$ cat src/rtl/rf_wr_arbiter.sv
// Write-port arbiter for the 32x32 register file: pipeline writeback vs. a FIFO-buffered mul/div unit.
// Define RF_ARB_BYPASS_EN to let MD results skip an empty FIFO when the write port is idle.
module rf_wr_arbiter #(
  parameter int DEPTH        = 4,
  parameter int STARVE_LIMIT = 8,
  parameter int PTR_W        = $clog2(DEPTH)
) (
  input  logic             clk,
  input  logic             rst_n,
  input  logic             wb_we,
  input  logic [4:0]       wb_wn,
  input  logic [31:0]      wb_wd,
  output logic             wb_stall,
  input  logic             md_valid,
  input  logic [4:0]       md_wn,
  input  logic [31:0]      md_wd,
  output logic             md_ready,
  input  logic [4:0]       q_rn1,
  input  logic [4:0]       q_rn2,
  output logic             q_busy1,
  output logic             q_busy2,
  output logic             rf_we,
  output logic [4:0]       rf_wn,
  output logic [31:0]      rf_wd,
  output logic [PTR_W:0]   pend_cnt
);

  typedef enum logic {ST_NORM, ST_FORCE} state_t;

  localparam logic [PTR_W:0] FULL_CNT   = (PTR_W+1)'(DEPTH);
  localparam logic [7:0]     STARVE_MAX = 8'(STARVE_LIMIT);

  state_t             state_q, state_d;
  logic [PTR_W-1:0]   rd_ptr_q, rd_ptr_d;
  logic [PTR_W-1:0]   wr_ptr_q, wr_ptr_d;
  logic [PTR_W:0]     cnt_q, cnt_d;
  logic [7:0]         starve_q, starve_d;
  logic [DEPTH-1:0]   live_q, live_d;
  logic [4:0]         wn_q [DEPTH];
  logic [4:0]         wn_d [DEPTH];
  logic [31:0]        wd_q [DEPTH];
  logic [31:0]        wd_d [DEPTH];
  logic               rf_we_q, rf_we_d;
  logic [4:0]         rf_wn_q, rf_wn_d;
  logic [31:0]        rf_wd_q, rf_wd_d;
  logic               wb_stall_q, wb_stall_d;

  logic fifo_empty;
  logic wb_grant;
  logic md_grant;
  logic pop;
  logic push;
  logic byp;

  assign md_ready = (cnt_q != FULL_CNT);

  // NOTE: every signal written in a combinational block gets a default first, so no latch is inferred.
  always_comb begin
    fifo_empty = (cnt_q == '0);
    wb_grant   = (state_q == ST_NORM) && wb_we && (wb_wn != 5'd0);
    pop        = !fifo_empty && ((state_q == ST_FORCE) || !wb_grant);
    md_grant   = pop && live_q[rd_ptr_q];
`ifdef RF_ARB_BYPASS_EN
    byp        = (state_q == ST_NORM) && fifo_empty && !wb_grant &&
                 md_valid && (md_wn != 5'd0);
`else
    byp        = 1'b0;
`endif
    push       = md_valid && md_ready && (md_wn != 5'd0) && !byp;
  end

  // FIFO bookkeeping; a popped slot loses its live bit so queries only need live_q.
  always_comb begin
    live_d   = live_q;
    wn_d     = wn_q;
    wd_d     = wd_q;
    rd_ptr_d = rd_ptr_q;
    wr_ptr_d = wr_ptr_q;
    cnt_d    = cnt_q;

    if (wb_grant) begin
      for (int i = 0; i < DEPTH; i++) begin
        if (wn_q[i] == wb_wn) live_d[i] = 1'b0;
      end
    end
    if (pop) begin
      live_d[rd_ptr_q] = 1'b0;
      rd_ptr_d         = rd_ptr_q + 1'b1;
    end
    // Applied after the kill so a same-cycle push of the same register stays live.
    if (push) begin
      wn_d[wr_ptr_q]   = md_wn;
      wd_d[wr_ptr_q]   = md_wd;
      live_d[wr_ptr_q] = 1'b1;
      wr_ptr_d         = wr_ptr_q + 1'b1;
    end

    case ({push, pop})
      2'b10:   cnt_d = cnt_q + 1'b1;
      2'b01:   cnt_d = cnt_q - 1'b1;
      default: cnt_d = cnt_q;
    endcase
  end

  always_comb begin
    state_d  = ST_NORM;
    starve_d = starve_q;
    if (state_q == ST_FORCE || fifo_empty || pop) begin
      starve_d = 8'd0;
    end else if (wb_grant) begin
      starve_d = starve_q + 1'b1;
      if (starve_d == STARVE_MAX) state_d = ST_FORCE;
    end
    wb_stall_d = (state_d == ST_FORCE);
  end

  always_comb begin
    rf_we_d = wb_grant || md_grant || byp;
    rf_wn_d = rf_wn_q;
    rf_wd_d = rf_wd_q;
    if (wb_grant) begin
      rf_wn_d = wb_wn;
      rf_wd_d = wb_wd;
    end else if (md_grant) begin
      rf_wn_d = wn_q[rd_ptr_q];
      rf_wd_d = wd_q[rd_ptr_q];
    end else if (byp) begin
      rf_wn_d = md_wn;
      rf_wd_d = md_wd;
    end
  end

  always_comb begin
    q_busy1 = 1'b0;
    q_busy2 = 1'b0;
    for (int i = 0; i < DEPTH; i++) begin
      if (live_q[i] && (wn_q[i] == q_rn1) && (q_rn1 != 5'd0)) q_busy1 = 1'b1;
      if (live_q[i] && (wn_q[i] == q_rn2) && (q_rn2 != 5'd0)) q_busy2 = 1'b1;
    end
  end

  // NOTE: sequential state uses non-blocking assignments so every flop samples pre-edge values.
  always_ff @(posedge clk) begin
    if (!rst_n) begin
      state_q    <= ST_NORM;
      rd_ptr_q   <= '0;
      wr_ptr_q   <= '0;
      cnt_q      <= '0;
      starve_q   <= 8'd0;
      live_q     <= '0;
      rf_we_q    <= 1'b0;
      rf_wn_q    <= 5'd0;
      rf_wd_q    <= 32'd0;
      wb_stall_q <= 1'b0;
    end else begin
      state_q    <= state_d;
      rd_ptr_q   <= rd_ptr_d;
      wr_ptr_q   <= wr_ptr_d;
      cnt_q      <= cnt_d;
      starve_q   <= starve_d;
      live_q     <= live_d;
      rf_we_q    <= rf_we_d;
      rf_wn_q    <= rf_wn_d;
      rf_wd_q    <= rf_wd_d;
      wb_stall_q <= wb_stall_d;
    end
  end

  // NOTE: payload storage has no reset; the live bits and count alone decide what is valid.
  always_ff @(posedge clk) begin
    wn_q <= wn_d;
    wd_q <= wd_d;
  end

  assign rf_we    = rf_we_q;
  assign rf_wn    = rf_wn_q;
  assign rf_wd    = rf_wd_q;
  assign wb_stall = wb_stall_q;
  assign pend_cnt = cnt_q;

endmodule

$ cat config.mk
export PLATFORM = sky130hd
export DESIGN_NAME = rf_wr_arbiter
export DESIGN_NICKNAME = d
export VERILOG_FILES = /design/src/rtl/rf_wr_arbiter.sv
export SDC_FILE = /design/constraint.sdc
export NUM_CORES = 1
export LEC_CHECK = 0
export BUFFER_PORTS_ARGS = -buffer_cell sky130_fd_sc_hd__buf_4
export CAP_MARGIN = 20
export CORE_AREA = 2 2 136 138
export DETAILED_ROUTE_END_ITERATION = 10
export DIE_AREA = 0 0 138 140
export PLACE_DENSITY = 0.74
export SYNTH_ARGS = -nofsm -noshare
export SYNTH_HDL_FRONTEND = slang
export SYNTH_SLANG_ARGS = --single-unit
$ cat constraint.sdc
create_clock -name clk -period 2.5 [get_ports clk]
set_input_delay 0.125 -clock clk [delete_from_list [all_inputs] [get_ports clk]]
set_output_delay 0.125 -clock clk [all_outputs]
set_load 0.02 [all_outputs]
==> summary.txt <==
CTS
  – Worst skew pair latency: approximately 0.50 ns
  – TritonCTS clock tree: done
  – Number of clock buffers inserted by TritonCTS: 22
  – Cell at the root of the clock tree: sky130_fd_sc_hd__clkbuf_16
  – Clock sink count: 206
  – Register clock-pin slew on the reported worst setup and hold paths: roughly 0.060 ns
  – Buffers from clock root to sink, at most: 3
  – Number of H-tree levels: 1

Yosys
  – Number of flip-flops and latches in the synthesized netlist: 206
  – Most frequent cells after synthesis: 148 x sky130_fd_sc_hd__edfxtp_1, 70 x sky130_fd_sc_hd__nand2_1, 58 x sky130_fd_sc_hd__dfxtp_1
  – Synthesized area: ~0.009 mm^2
  – Most instantiated library cell after synthesis: sky130_fd_sc_hd__edfxtp_1
  – Main area contributors after synthesis: sky130_fd_sc_hd__edfxtp_1 50%, sky130_fd_sc_hd__dfxtp_1 13%, sky130_fd_sc_hd__mux4_2 9.7%
  – Proportion of synthesized chip area in sequential cells: 63.4%
  – Biggest area consumer among synthesized cells: sky130_fd_sc_hd__edfxtp_1
  – Synthesized netlist cell count: just over 600
  – Post-synthesis area per instance: ~15 um^2
  – Main flop type after synthesis: sky130_fd_sc_hd__edfxtp_1
  – Ys Warns: 0
  – Post-synth EDFFs: 148
  – Syn_nets: between 700 and 800
  – Share of synthesized registers carrying an async set or reset: 0%
  – Area share of the largest cell type after synthesis: 50.3%
  – Unique masters post-synth: 38

Place
  – Input/output buffers: around 130
  – Estimated wirelength of the detail-placed design: 13,500 um
  – Routability-driven placement congestion ratio: 0.885
  – Placed cell count: about 950

GRT
  – Global-route wire length before repair: 33,000 um
  – GRT Residual Overflow: 0
  – Total track usage: around 22%
  – Number of antenna violations at the first check in global routing: 0
  – Via count of the first global-routing pass: a little over 6k
  – Largest net degree at the start of global routing: 42

Drt
  – Detail-routed via count per cell: around 5.4
  – Detailed-route wire length: 21,400 um
  – Via count: 5,784
  – Initial DRC count: approximately 340
  – Pre-antenna DRT Iters: 5
  – Wire length per cell after detailed routing: 20.1 um
  – Remaining routing DRC violations: 0
  – Number of routed nets with antenna violations: 0

Run
  – Maxcap violations: 0

Cells and area
  – Final antenna diode count: 0
  – Seq. cell area: around 0.0056 mm^2
  – Number of nets in the finished design: between 900 and 1k
  – Fraction of layout cells with a size suffix above 1: about a third
  – Post-route core utilization: 65.7%
  – Signed area change from the synthesized netlist to the final layout: 32.2%
  – Count of filler cells inserted in the layout: between 1k and 1.5k
  – Footprint of the multi-input gates: between 0.002 and 0.003 mm^2
  – Non-Filler Instances: 1,068

Timing
  – Final period utilization: 97.0%
  – Max-slew violation total from the final report: 0
  – Worst hold slack: 0.0893 ns
  – Min Tclk post-route: around 2.4 ns
  – Setup TNS: 0 ns
  – Max Fclk: slightly above 400 MHz
  – Worst slew slack as a fraction of its limit: approximately 33%
  – Final-report setup violation count: 0
  – Worst Tran Pin Value: 1.00 ns
  – Number of endpoints with negative hold slack in the final report: 0
  – Maximum clock skew at final layout: between 0.01 and 0.015 ns
  – RSZ-0062 raised after global routing: false

Hold path
  – Class of the tightest hold or removal check: in2reg

Run status
  – Status: finished clean

Floorplanning
  – DIE HEIGHT: around 140 um
  – Core area: 0.0178 mm^2
  – Placement Rows: 49
  – Count of pins on the block boundary: approximately 130
  – Die ar.: slightly below 0.02 mm^2
  – Horizontal die dimension: about 140 um
  – Starting density of the core: 49.7%

Worst setup path
  – Sort of element at the start of the critical path: primary input
  – Stage delay of the slowest cell on the critical path: approximately 0.55 ns
  – Arrival time of data at the critical path endpoint: 2.85 ns
  – CP top delay family: simple AND/OR/NAND/NOR gates
  – Worst path buffer plus inverter count: 4
  – Cell at the slowest stage of the critical path: sky130_fd_sc_hd__dlygate4sd3_1
  – Crit-path cells: dlygate4sd3_1 > buf_4 > or4_1 > o211a_1 > inv_2 > ha_4 > inv_1 > fa_2 > xor2_1 > or3_1 > a21oi_2
  – Required time at the worst-slack endpoint: roughly 2.9 ns
  – Setup crit end kind: flip-flop
  – Start-to-end type of the worst setup path: in2reg
  – Maximum fanout along the worst path: 5

Power
  – Pwr Total: 10.1 mW
  – Power density over cell area: 866 mW/mm^2
  – Max rail drop VDD: between 0.5 and 0.6 mV
  – Reported leakage power: 4.45 nW
==> cells in the final DEF, fill, tap and decap left out, types with 2 or more instances in the layout <==
cell type and instances:
sky130_fd_sc_hd__edfxtp_1 148, sky130_fd_sc_hd__buf_4 146, sky130_fd_sc_hd__dlygate4sd3_1 74, sky130_fd_sc_hd__nand2_1 70, sky130_fd_sc_hd__dfxtp_1 56, sky130_fd_sc_hd__xor2_1 45, sky130_fd_sc_hd__inv_1 39, sky130_fd_sc_hd__mux4_2 38
sky130_fd_sc_hd__o211ai_2 30, sky130_fd_sc_hd__xnor2_1 25, sky130_fd_sc_hd__clkbuf_16 25, sky130_fd_sc_hd__nand3_1 18, sky130_fd_sc_hd__nor2_1 18, sky130_fd_sc_hd__nor4_1 11, sky130_fd_sc_hd__a21oi_1 10, sky130_fd_sc_hd__ha_1 9
sky130_fd_sc_hd__o21a_1 7, sky130_fd_sc_hd__o21ai_0 6, sky130_fd_sc_hd__clkbuf_1 6, sky130_fd_sc_hd__buf_12 5, sky130_fd_sc_hd__and2_2 4, sky130_fd_sc_hd__o41ai_1 4, sky130_fd_sc_hd__or4_1 3, sky130_fd_sc_hd__clkinv_1 3
sky130_fd_sc_hd__and3_1 3, sky130_fd_sc_hd__nor3_1 3, sky130_fd_sc_hd__or3_1 2, sky130_fd_sc_hd__nand4_1 2, sky130_fd_sc_hd__o22ai_1 2, sky130_fd_sc_hd__mux2i_1 2, sky130_fd_sc_hd__o211ai_1 2, sky130_fd_sc_hd__clkinv_2 2
sky130_fd_sc_hd__clkbuf_8 2, sky130_fd_sc_hd__bufinv_16 2
==> worst min-delay path, cell delays in order <==
cell	delay (ns)
sky130_fd_sc_hd__buf_4	0.10
sky130_fd_sc_hd__nor2b_1	0.17
sky130_fd_sc_hd__nand2_1	0.07
sky130_fd_sc_hd__a21oi_1	0.06
==> what timing repair did <==
action / 4_1_cts / 5_1_grt
endpoints found under the hold margin: 189 / 0
resized for setup: 0 / 6
setup endpoints to repair: 0 / 2
hold buffers: 74 / 0
setup buffers: 0 / 0
==> layer usage <==
| layer | share of wire [%] | vias to the layer above | track usage, % |
|---|---|---|---|
| met1 | 40 | 2880 | 27.0 |
| met2 | 52 | 211 | 38.8 |
| met3 | 5.0 | 40 | 3.18 |
| met5 | 0 | - | 0 |
| li1 | - | 2653 | - |
| met4 | 2.2 | 0 | 7.36 |
==> flip-flops by register name (all words and copies together), names as in the netlist <==
name and cells:
starve_q 8, wd_q 128, rf_we 1, rf_wn 5
wr_ptr_q 2, live_q 4, pend_cnt 3, rf_wd 32
wn_q 20, wb_stall 1, rd_ptr_q 2
==> final timing paths <==
| check | start | endpoint | slack, ns | depth (start not counted) |
|---|---|---|---|---|
| worst min register to register | starve_q[0] | starve_q[0] | 0.45 | 1 |
| worst min-delay path | wb_we | rf_wn[3] | 0.09 | 4 |
| worst max-delay path | md_wn[3] | pend_cnt[2] | 0.08 | 11 |
| worst max register to register | wb_stall | wb_stall | 0.36 | 6 |
==> cells by family (layout without fill, tap and decap cells) <==
group / Yosys count / after routing / synth area share [%]
AOI/OAI and AO/OA: 64 / 64 / 6.81
muxes: 40 / 40 / 9.91
xor gates and xnor gates: 70 / 70 / 6.94
DFF: 206 / 206 / 63.4
and+or+nand+nor: 141 / 142 / 7.43
buffers and inverters: 77 / 306 / 3.82
adders and majority gates: 11 / 11 / 1.64
==> power by group <==
group          internal [mW]  total (mW)  leakage, nW  switching (mW)
registers               4.07        4.28         1.84           0.210
clock network           2.08        3.35        0.373            1.27
logic                   1.18        2.49         2.24            1.31
==> final cells by class <==
class | instances | share of cell area [%]
Sequential cell | 206 | 48.0
Multi-Input combinational cell | 327 | 25.1
Timing Repair Buffer | 225 | 16.6
Clock buffer | 33 | 5.78
Tap cell | 229 | 2.45
Inverter | 41 | 1.32
Clock inverter | 7 | 0.739
==> through the flow <==
step	setup slack, ns	cell area [um^2]
2_1_floorplan	0.000756	8840
3_3_place_gp	0.0889	10200
3_5_place_dp	0.0252	10200
4_1_cts	0.0180	11700
5_1_grt	0.00930	11700
6_report	0.0751	11700
Power figures use the tool's default switching activity.
